**src/rtl/rgb_pkg.sv**
```systemverilog
// Shared types and helpers for the multi-LED RGB PWM driver.
// A colour code is {blink, R, G, B}; code_to_rgb extracts the colour enables.
package rgb_pkg;

   localparam int CODE_W    = 4;
   localparam int BLINK_BIT = 3;

   typedef struct packed {
      logic r;
      logic g;
      logic b;
   } rgb_t;

   function automatic rgb_t code_to_rgb(input logic [CODE_W-1:0] code);
      rgb_t c;
      c.r = code[2];
      c.g = code[1];
      c.b = code[0];
      return c;
   endfunction

endpackage

```
**src/rtl/rgb_pwm_channel.sv**
```systemverilog
// One RGB LED: active colour/duty/blink registers plus the registered
// PWM compare and blink gating that drive its three pins.
module rgb_pwm_channel
   import rgb_pkg::*;
#(
   parameter int PWM_W = 4
) (
   input  logic              clk,
   input  logic              rst,
   input  logic              wr_en,
   input  logic [CODE_W-1:0] code_in,
   input  logic [PWM_W-1:0]  bright_in,
   input  logic [PWM_W-1:0]  cnt,
   input  logic              phase_on,
   output rgb_t              drive
);

   logic             blink_q, blink_d;
   rgb_t             en_q, en_d;
   logic [PWM_W-1:0] duty_q, duty_d;
   rgb_t             drive_q, drive_d;
   logic             on;

   always_comb begin
      blink_d = blink_q;
      en_d    = en_q;
      duty_d  = duty_q;
      if (wr_en) begin
         blink_d = code_in[BLINK_BIT];
         en_d    = code_to_rgb(code_in);
         duty_d  = bright_in;
      end
   end

   // Output uses the pre-commit regs, so a commit on the wrap edge only shows
   // from the following edge onwards: the whole new period is clean.
   always_comb begin
      on        = (cnt < duty_q) & (~blink_q | phase_on);
      drive_d.r = on & en_q.r;
      drive_d.g = on & en_q.g;
      drive_d.b = on & en_q.b;
   end

   always_ff @(posedge clk) begin
      if (rst) begin
         blink_q <= 1'b0;
         en_q    <= '0;
         duty_q  <= '0;
         drive_q <= '0;
      end else begin
         blink_q <= blink_d;
         en_q    <= en_d;
         duty_q  <= duty_d;
         drive_q <= drive_d;
      end
   end

   assign drive = drive_q;

endmodule

```
**src/rtl/rgb_pwm_driver.sv**
```systemverilog
// Multi-LED RGB PWM driver: free-running PWM counter, shared blink phase and a
// single-slot update shadow that commits to one channel at each period wrap.
module rgb_pwm_driver
   import rgb_pkg::*;
#(
   parameter  int PWM_W         = 4,
   parameter  int NUM_CH        = 2,
   parameter  int BLINK_PERIODS = 2,
   localparam int SEL_W         = (NUM_CH > 1) ? $clog2(NUM_CH) : 1
) (
   input  logic              clk,
   input  logic              rst,
   input  logic              load,
   output logic              ready,
   input  logic [SEL_W-1:0]  ch_sel,
   input  logic [CODE_W-1:0] code_in,
   input  logic [PWM_W-1:0]  bright,
   output logic [NUM_CH-1:0] R,
   output logic [NUM_CH-1:0] G,
   output logic [NUM_CH-1:0] B,
   output logic              period_tick
);

   localparam int BLINK_W = (BLINK_PERIODS > 1) ? $clog2(BLINK_PERIODS) : 1;
   localparam logic [BLINK_W-1:0] BLINK_MAX = BLINK_W'(BLINK_PERIODS - 1);
   localparam logic [PWM_W-1:0]   CNT_MAX   = {PWM_W{1'b1}};

   logic [PWM_W-1:0]   cnt_q, cnt_d;
   logic               tick_q, tick_d;
   logic               pending_q, pending_d;
   logic [SEL_W-1:0]   sh_sel_q, sh_sel_d;
   logic [CODE_W-1:0]  sh_code_q, sh_code_d;
   logic [PWM_W-1:0]   sh_bright_q, sh_bright_d;
   logic [BLINK_W-1:0] blink_cnt_q, blink_cnt_d;
   logic               phase_on_q, phase_on_d;

   logic wrap;
   logic accept;
   logic commit;

   // Handshake: an update transfers on a rising edge where load and ready are
   // both 1; ready depends only on the pending flag, never on load.
   assign wrap   = (cnt_q == CNT_MAX);
   assign accept = load & ~pending_q;
   assign commit = wrap & pending_q;
   assign ready  = ~pending_q;

   always_comb begin
      cnt_d       = cnt_q + PWM_W'(1);
      tick_d      = wrap;
      pending_d   = pending_q;
      sh_sel_d    = sh_sel_q;
      sh_code_d   = sh_code_q;
      sh_bright_d = sh_bright_q;
      if (commit) begin
         pending_d = 1'b0;
      end
      if (accept) begin
         pending_d   = 1'b1;
         sh_sel_d    = ch_sel;
         sh_code_d   = code_in;
         sh_bright_d = bright;
      end
   end

   always_comb begin
      blink_cnt_d = blink_cnt_q;
      phase_on_d  = phase_on_q;
      if (wrap) begin
         if (blink_cnt_q == BLINK_MAX) begin
            blink_cnt_d = '0;
            phase_on_d  = ~phase_on_q;
         end else begin
            blink_cnt_d = blink_cnt_q + BLINK_W'(1);
         end
      end
   end

   always_ff @(posedge clk) begin
      if (rst) begin
         cnt_q       <= '0;
         tick_q      <= 1'b0;
         pending_q   <= 1'b0;
         sh_sel_q    <= '0;
         sh_code_q   <= '0;
         sh_bright_q <= '0;
         blink_cnt_q <= '0;
         phase_on_q  <= 1'b1;
      end else begin
         cnt_q       <= cnt_d;
         tick_q      <= tick_d;
         pending_q   <= pending_d;
         sh_sel_q    <= sh_sel_d;
         sh_code_q   <= sh_code_d;
         sh_bright_q <= sh_bright_d;
         blink_cnt_q <= blink_cnt_d;
         phase_on_q  <= phase_on_d;
      end
   end

   assign period_tick = tick_q;

   // An out-of-range ch_sel matches no channel, so its commit is a no-op.
   for (genvar i = 0; i < NUM_CH; i++) begin : g_ch
      localparam logic [SEL_W-1:0] CH_IDX = SEL_W'(i);
      rgb_t drive;

      rgb_pwm_channel #(.PWM_W(PWM_W)) u_ch (
         .clk       (clk),
         .rst       (rst),
         .wr_en     (commit & (sh_sel_q == CH_IDX)),
         .code_in   (sh_code_q),
         .bright_in (sh_bright_q),
         .cnt       (cnt_q),
         .phase_on  (phase_on_q),
         .drive     (drive)
      );

      assign R[i] = drive.r;
      assign G[i] = drive.g;
      assign B[i] = drive.b;
   end

endmodule

```
**config.mk**
```make
export PLATFORM = sky130hd
export DESIGN_NAME = rgb_pwm_driver
export DESIGN_NICKNAME = d
export VERILOG_FILES = /design/src/rtl/rgb_pkg.sv /design/src/rtl/rgb_pwm_channel.sv /design/src/rtl/rgb_pwm_driver.sv
export SDC_FILE = /design/constraint.sdc
export NUM_CORES = 1
export LEC_CHECK = 0
export CORE_MARGIN = 2
export CORE_UTILIZATION = 50
export CTS_CLUSTER_SIZE = 28
export DETAILED_ROUTE_END_ITERATION = 10
export PLACE_DENSITY = 0.78
export SYNTH_ARGS = -nofsm -noshare
export SYNTH_HDL_FRONTEND = slang
export SYNTH_SLANG_ARGS = --single-unit
```
**constraint.sdc**
```tcl
create_clock -name clk -period 1.67 [get_ports clk]
set_clock_uncertainty 0.1 [all_clocks]
set_input_delay 0.167 -clock clk [delete_from_list [all_inputs] [get_ports clk]]
set_output_delay 0.167 -clock clk [all_outputs]
set_load 0.02 [all_outputs]
```
==> run summary, run 1 <==
I/O Buffers: 19
PD cells: 805 nW/um^2
Die X: 60.7 um
Routed Wire Length: 2930 um
number of synthesized register bits: 39
HPWL after DPL: 2220 um
die area: 3680 sq um
vias post-DR: 1189
Achievable Freq: 0.646 GHz
# hold bufs at CTS: 0
CP Launch Type: flop
mapped cell area: 1610 sq um
Max-Cap Viols: 0
TritonCTS Buffers: 5
Core Area: 3050 sq um
I/O pin count: 20
metal3 WL: 133 um
Yosys top cell by area: dfxtp_1
Design Power: 0.00156 W
sequential area share after synthesis: 48.6%
metal2 WL: 1400 um
Critical Path RT: 1.40 ns
WL per Instance: 12.3 um
standard-cell rows: 20
worst path bufs/invs: 1
Hold/Removal Path Class: in -> reg
Max transition margin: 77.4%
clock slew seen by the registers of the worst setup and hold paths: 0.11 ns
Worst EP arrival: 1.28 ns
first-pass GRT wire length: 4890 um
HP Start: bright[1]
root buf cell: clkbuf_4
Hold Slack: 0.256 ns
Top delay family on crit path: buffers and inverters
most frequent cells in the layout: dfxtp_1 (39), nand2b_1 (30), nand2_1 (18), clkdlybuf4s50_1 (18), mux2i_1 (16)
initial antenna violation count: 0
setup_tns: 0 ns
total gr overflow: 0
pin count of the biggest net entering global routing: 32
Post-DP Area: 1880 sq um
Antenna Nets Post-Route: 0
number of global-route vias before repair: 1149
GPL Wtd Cong: 0.773
Syn Area/Cell: 9.61 sq um
Syn Nets: 186
Remaining DRCs: 0
CTS tree: built
slowest stage delay, CP: 0.60 ns
top layer in use: met4
H-tree Lvls: 2
cells after synthesis: 167
gr usage total: 18.3%
Vias per Instance: 5.00
library cells used by synthesis: 23
period utilization: 92.8%
ANT cells: 0
VDD IR max: 0.467 mV
M1 WL: 1350 um
Crit Path Max Fanout: 1
status: finished clean
die height: 60.7 um
1st-iter DRT viols: 17
Layout area overhead: 20.9%
post-synth top area share: 48.6%
RSZ-0062 raised after global routing: no
Slew @ Worst Pin: 0.337 ns
clock latency on the worst-skew pair: 0.35 ns
final-report max-slew violation count: 0
slowest CP cell: clkdlybuf4s50_1
layout net count: 212
Worst setup EP type: output port
Hold Fails Final Rpt: 0
most common cell after layout, fill and taps aside: dfxtp_1
Final min period: 1.55 ns
CTS Buffer Depth: 2
LEAKAGE: 0.726 nW
critical path cell sequence: clkdlybuf4s50_1
Setup CP Type: reg -> out
Worst setup startpoint: g_ch[0].u_ch.drive[1]
Final Setup Violations: 0
CTS Sinks: 39
reg2reg start: cnt_q[1]
layout cells sized above 1: 9.79%
yosys warns: 0
Starting Density: 52.6%
Area contributors post-synth: dfxtp_1 (49%), nand2b_1 (12%), mux2i_1 (10%)
design area: 1940 sq um
TritonRoute pass-1 iters: 4
## final cells by class
type	instances	area, sq um
Inverter	7	26.3
Timing Repair Buffer	25	246
Tap cell	44	55.1
Sequential cell	39	781
Clock buffer	5	37.5
Fill cell	276	1110
Multi-Input combinational cell	115	779
Clock inverter	3	15.0
## repair_timing
item                       in CTS  in global routing
setup buffers                   0                  0
gates cloned                    0                  0
setup endpoints to repair       1                  1
gates resized for setup         1                  1
## synth_stat cells, drive strengths merged
master and count:
xor2 3, nor3 2, a31oi 6, clkbuf 5, nand3 8, nand2 19
a21o 2, mux2i 16, inv 7, dfxtp 39, ha 7, buf 1
nor2b 2, nand2b 30, and4 1, a21oi 9, a211oi 2, nor2 6
xnor2 1, nand4 1
## layer usage
layer,GRT usage [%],vias to the layer above
met4,7.45,0
li1,-,606
met1,21.6,553
met2,30.9,24
met3,5.97,6
met5,0,-
## worst paths after layout
| kind | cells after the start | endpoint | slack (ns) |
|---|---|---|---|
| setup / recovery | 1 | G[0] | 0.12 |
| hold reg to reg | 2 | sh_bright_q[1] | 0.36 |
| hold / removal | 3 | sh_bright_q[1] | 0.26 |
| setup reg to reg | 5 | g_ch[0].u_ch.en_q[2] | 0.14 |
## sequential cells by signal (all words and copies together) (netlist names)
register / flops
g_ch.u_ch.duty_q: 8
g_ch.u_ch.drive: 6
g_ch.u_ch.en_q: 6
cnt_q: 4
sh_bright_q: 4
sh_code_q: 4
g_ch.u_ch.blink_q: 2
blink_cnt_q: 1
pending_q: 1
period_tick: 1
phase_on_q: 1
sh_sel_q: 1
## cell families after synthesis
logic type               Yosys count  share of synthesized area, %
flip-flops                        39                          48.6
buffers and inverters             13                          3.12
multiplexers                      16                          9.98
AND/OR/NAND/NOR                   69                          23.6
AO/OA/AOI/OAI                     19                          7.01
XOR/XNOR                           4                          2.18
adder cells (fa/ha/maj)            7                          5.46
## power breakdown
part / leakage (nW) / switching [W] / total [W] / internal [W]
logic: 0.375 / 0.0000596 / 0.000129 / 0.0000698
registers: 0.316 / 0.0000186 / 0.000969 / 0.000950
clock network: 0.0347 / 0.000307 / 0.000463 / 0.000157
total: 0.726 / 0.000385 / 0.00156 / 0.00118
## stage by stage
step	instances	util, %	setup slack (ns)
final	238	63.6	0.121
after global routing	238	63.6	0.00628
after CTS	238	63.4	0.0892
after detailed placement	230	61.7	0.137
after global placement	230	61.7	0.157
after floorplan	167	-	0.231
Note: power is estimated with default switching activity, not from simulation.
==> run 2: changes to the inputs <==
--- a/config.mk
+++ b/config.mk
@@ -5,8 +5,11 @@
 export SDC_FILE = /design/constraint.sdc
 export NUM_CORES = 1
 export LEC_CHECK = 0
+export ABC_CLOCK_PERIOD_IN_PS = 1670
+export CORE_ASPECT_RATIO = 2
 export CORE_MARGIN = 2
 export CORE_UTILIZATION = 50
+export CTS_CLUSTER_DIAMETER = 50
 export CTS_CLUSTER_SIZE = 28
 export DETAILED_ROUTE_END_ITERATION = 10
 export PLACE_DENSITY = 0.78
==> run summary, run 2 (synthesized netlist as in run 1, its figures left out) <==
# hold bufs at CTS: 0 (unchanged)
1st-iter DRT viols: 20 (+3)
Die X: 44.1 um (-27%)
CTS resizes: 0 (-1)
standard-cell rows: 29 (+45%)
first-pass GRT wire length: 5080 um (+3.8%)
root buf cell: clkbuf_8
ANT cells: 0 (unchanged)
Post-DP Area: 1860 sq um (-1.3%)
I/O pin count: 20 (unchanged)
Post-Layout Cell Count: 224 (-5.9%)
TritonRoute pass-1 iters: 4 (unchanged)
postcts setup bufs: 0 (unchanged)
CTS tree: built
LEAKAGE: 0.736 nW (+1.3%)
clock latency on the worst-skew pair: 0.29 ns (-0.06 ns)
Final min period: 1.55 ns (+0.00533 ns)
Remaining DRCs: 0 (unchanged)
H-tree Lvls: 2 (unchanged)
Worst setup EP type: flop
metal2 WL: 1730 um (+24%)
Vias per Instance: 5.26 (+5.4%)
gr usage total: 18.6% (+0.22 points)
Worst EP arrival: 1.68 ns (+0.40 ns)
die area: 3710 sq um (+0.75%)
clock slew seen by the registers of the worst setup and hold paths: 0.08 ns (-0.03 ns)
total gr overflow: 0 (unchanged)
Layout area overhead: 21.7%
HPWL after DPL: 2390 um (+7.4%)
die height: 84.1 um (+39%)
area of the multi-input gates: 785 sq um (+0.64%)
layout net count: 211 (-0.47%)
design area: 1950 sq um (+0.71%)
most frequent cells in the layout: dfxtp_1 (39), nand2b_1 (30), nand2_1 (18), clkdlybuf4s50_1 (18), mux2i_1 (16)
PD cells: 877 nW/um^2 (+9.0%)
Hold/Removal Path Class: in -> reg
Setup CP Type: reg -> reg
Crit Path Max Fanout: 8 (+7)
CTS Buffer Depth: 2 (unchanged)
metal3 WL: 94 um (-29%)
Slew @ Worst Pin: 0.341 ns (+0.00450 ns)
I/O Buffers: 19 (unchanged)
top layer in use: met4
TritonCTS Buffers: 5 (unchanged)
vias post-DR: 1179 (-0.84%)
pin count of the biggest net entering global routing: 23 (-28%)
CP Launch Type: flop
Max transition margin: 77.3% (-0.16 points)
reg2reg path depth: 5 (unchanged)
Max-Cap Viols: 0 (unchanged)
initial antenna violation count: 0 (unchanged)
Largest Register: g_ch.u_ch.duty_q
status: finished clean
number of global-route vias before repair: 1177 (+2.4%)
register area: 781 sq um (unchanged)
Hold Fails Final Rpt: 0 (unchanged)
RSZ-0062 raised after global routing: no
VDD IR max: 0.791 mV (+69%)
layout cells sized above 1: 8.81% (-0.99 points)
Final Setup Violations: 0 (unchanged)
max reg flops: 8 (unchanged)
Critical Path RT: 1.79 ns (+0.39 ns)
setup_tns: 0 ns (unchanged)
Starting Density: 51.4% (-1.1 points)
most common cell after layout, fill and taps aside: dfxtp_1
Hold Slack: 0.311 ns (+0.0555 ns)
Achievable Freq: 0.643 GHz (-0.34%)
Antenna Nets Post-Route: 0 (unchanged)
M1 WL: 1190 um (-12%)
Core Area: 3120 sq um (+2.2%)
CTS Sinks: 39 (unchanged)
fillers: 260 (-5.8%)
Routed Wire Length: 3100 um (+5.8%)
period utilization: 93.1% (+0.32 points)
Hold Crit Depth: 3 (unchanged)
Placed Cells: 216 (-6.1%)
WL per Instance: 13.8 um (+12%)
GPL Wtd Cong: 0.760 (-1.7%)
FF-to-FF setup slack: 0.12 ns (-0.02 ns)
final-report max-slew violation count: 0 (unchanged)
-- run 2: metrics by stage --
step	utilization, %	setup slack [ns]	total power [W]
final	62.6	0.116	0.00171
after global routing	62.6	0.0317	0.00178
after CTS	62.2	0.00975	0.00172
after detailed placement	59.6	0.0381	0.00112
after global placement	59.6	0.202	0.00111
after floorplan	-	0.231	0.00106
-- run 2: path summary, 6_finish.rpt --
check | startpoint | end
hold / removal | bright[0] | sh_bright_q[0]
hold reg to reg | sh_code_q[1] | sh_code_q[1]
setup / recovery | cnt_q[1] | g_ch[0].u_ch.duty_q[0]
setup reg to reg | cnt_q[1] | g_ch[0].u_ch.duty_q[0]
-- run 2: area by class of cell --
cell class,instances,area share [%]
multi-input cells,115,40.1
clock buffers,7,3.91
inverters,7,1.34
clock inverters,1,0.256
flip-flops and latches,39,39.9
well taps,31,1.98
repair buffers,24,12.4
-- run 2: worst max-delay path: stages (launching register included) --
cell and delay, ns:
dfxtp_1 0.41, ha_1 0.27, nand3_2 0.16, nor3_4 0.19, buf_12 0.16, mux2i_1 0.20
-- run 2: where the power goes --
part | internal, W | total (W) | leakage [nW] | switching (W)
registers | 0.000950 | 0.000968 | 0.316 | 0.0000188
clock network | 0.000293 | 0.000615 | 0.0422 | 0.000322
logic | 0.0000696 | 0.000130 | 0.377 | 0.0000608
total | 0.00131 | 0.00171 | 0.736 | 0.000402
-- run 2: routing by layer --
metal  global-route usage, %  vias to the layer above
met5                       0                        -
met4                    7.71                        0
met3                    5.16                        8
met2                    34.1                       26
met1                    18.2                      537
li1                        -                      608
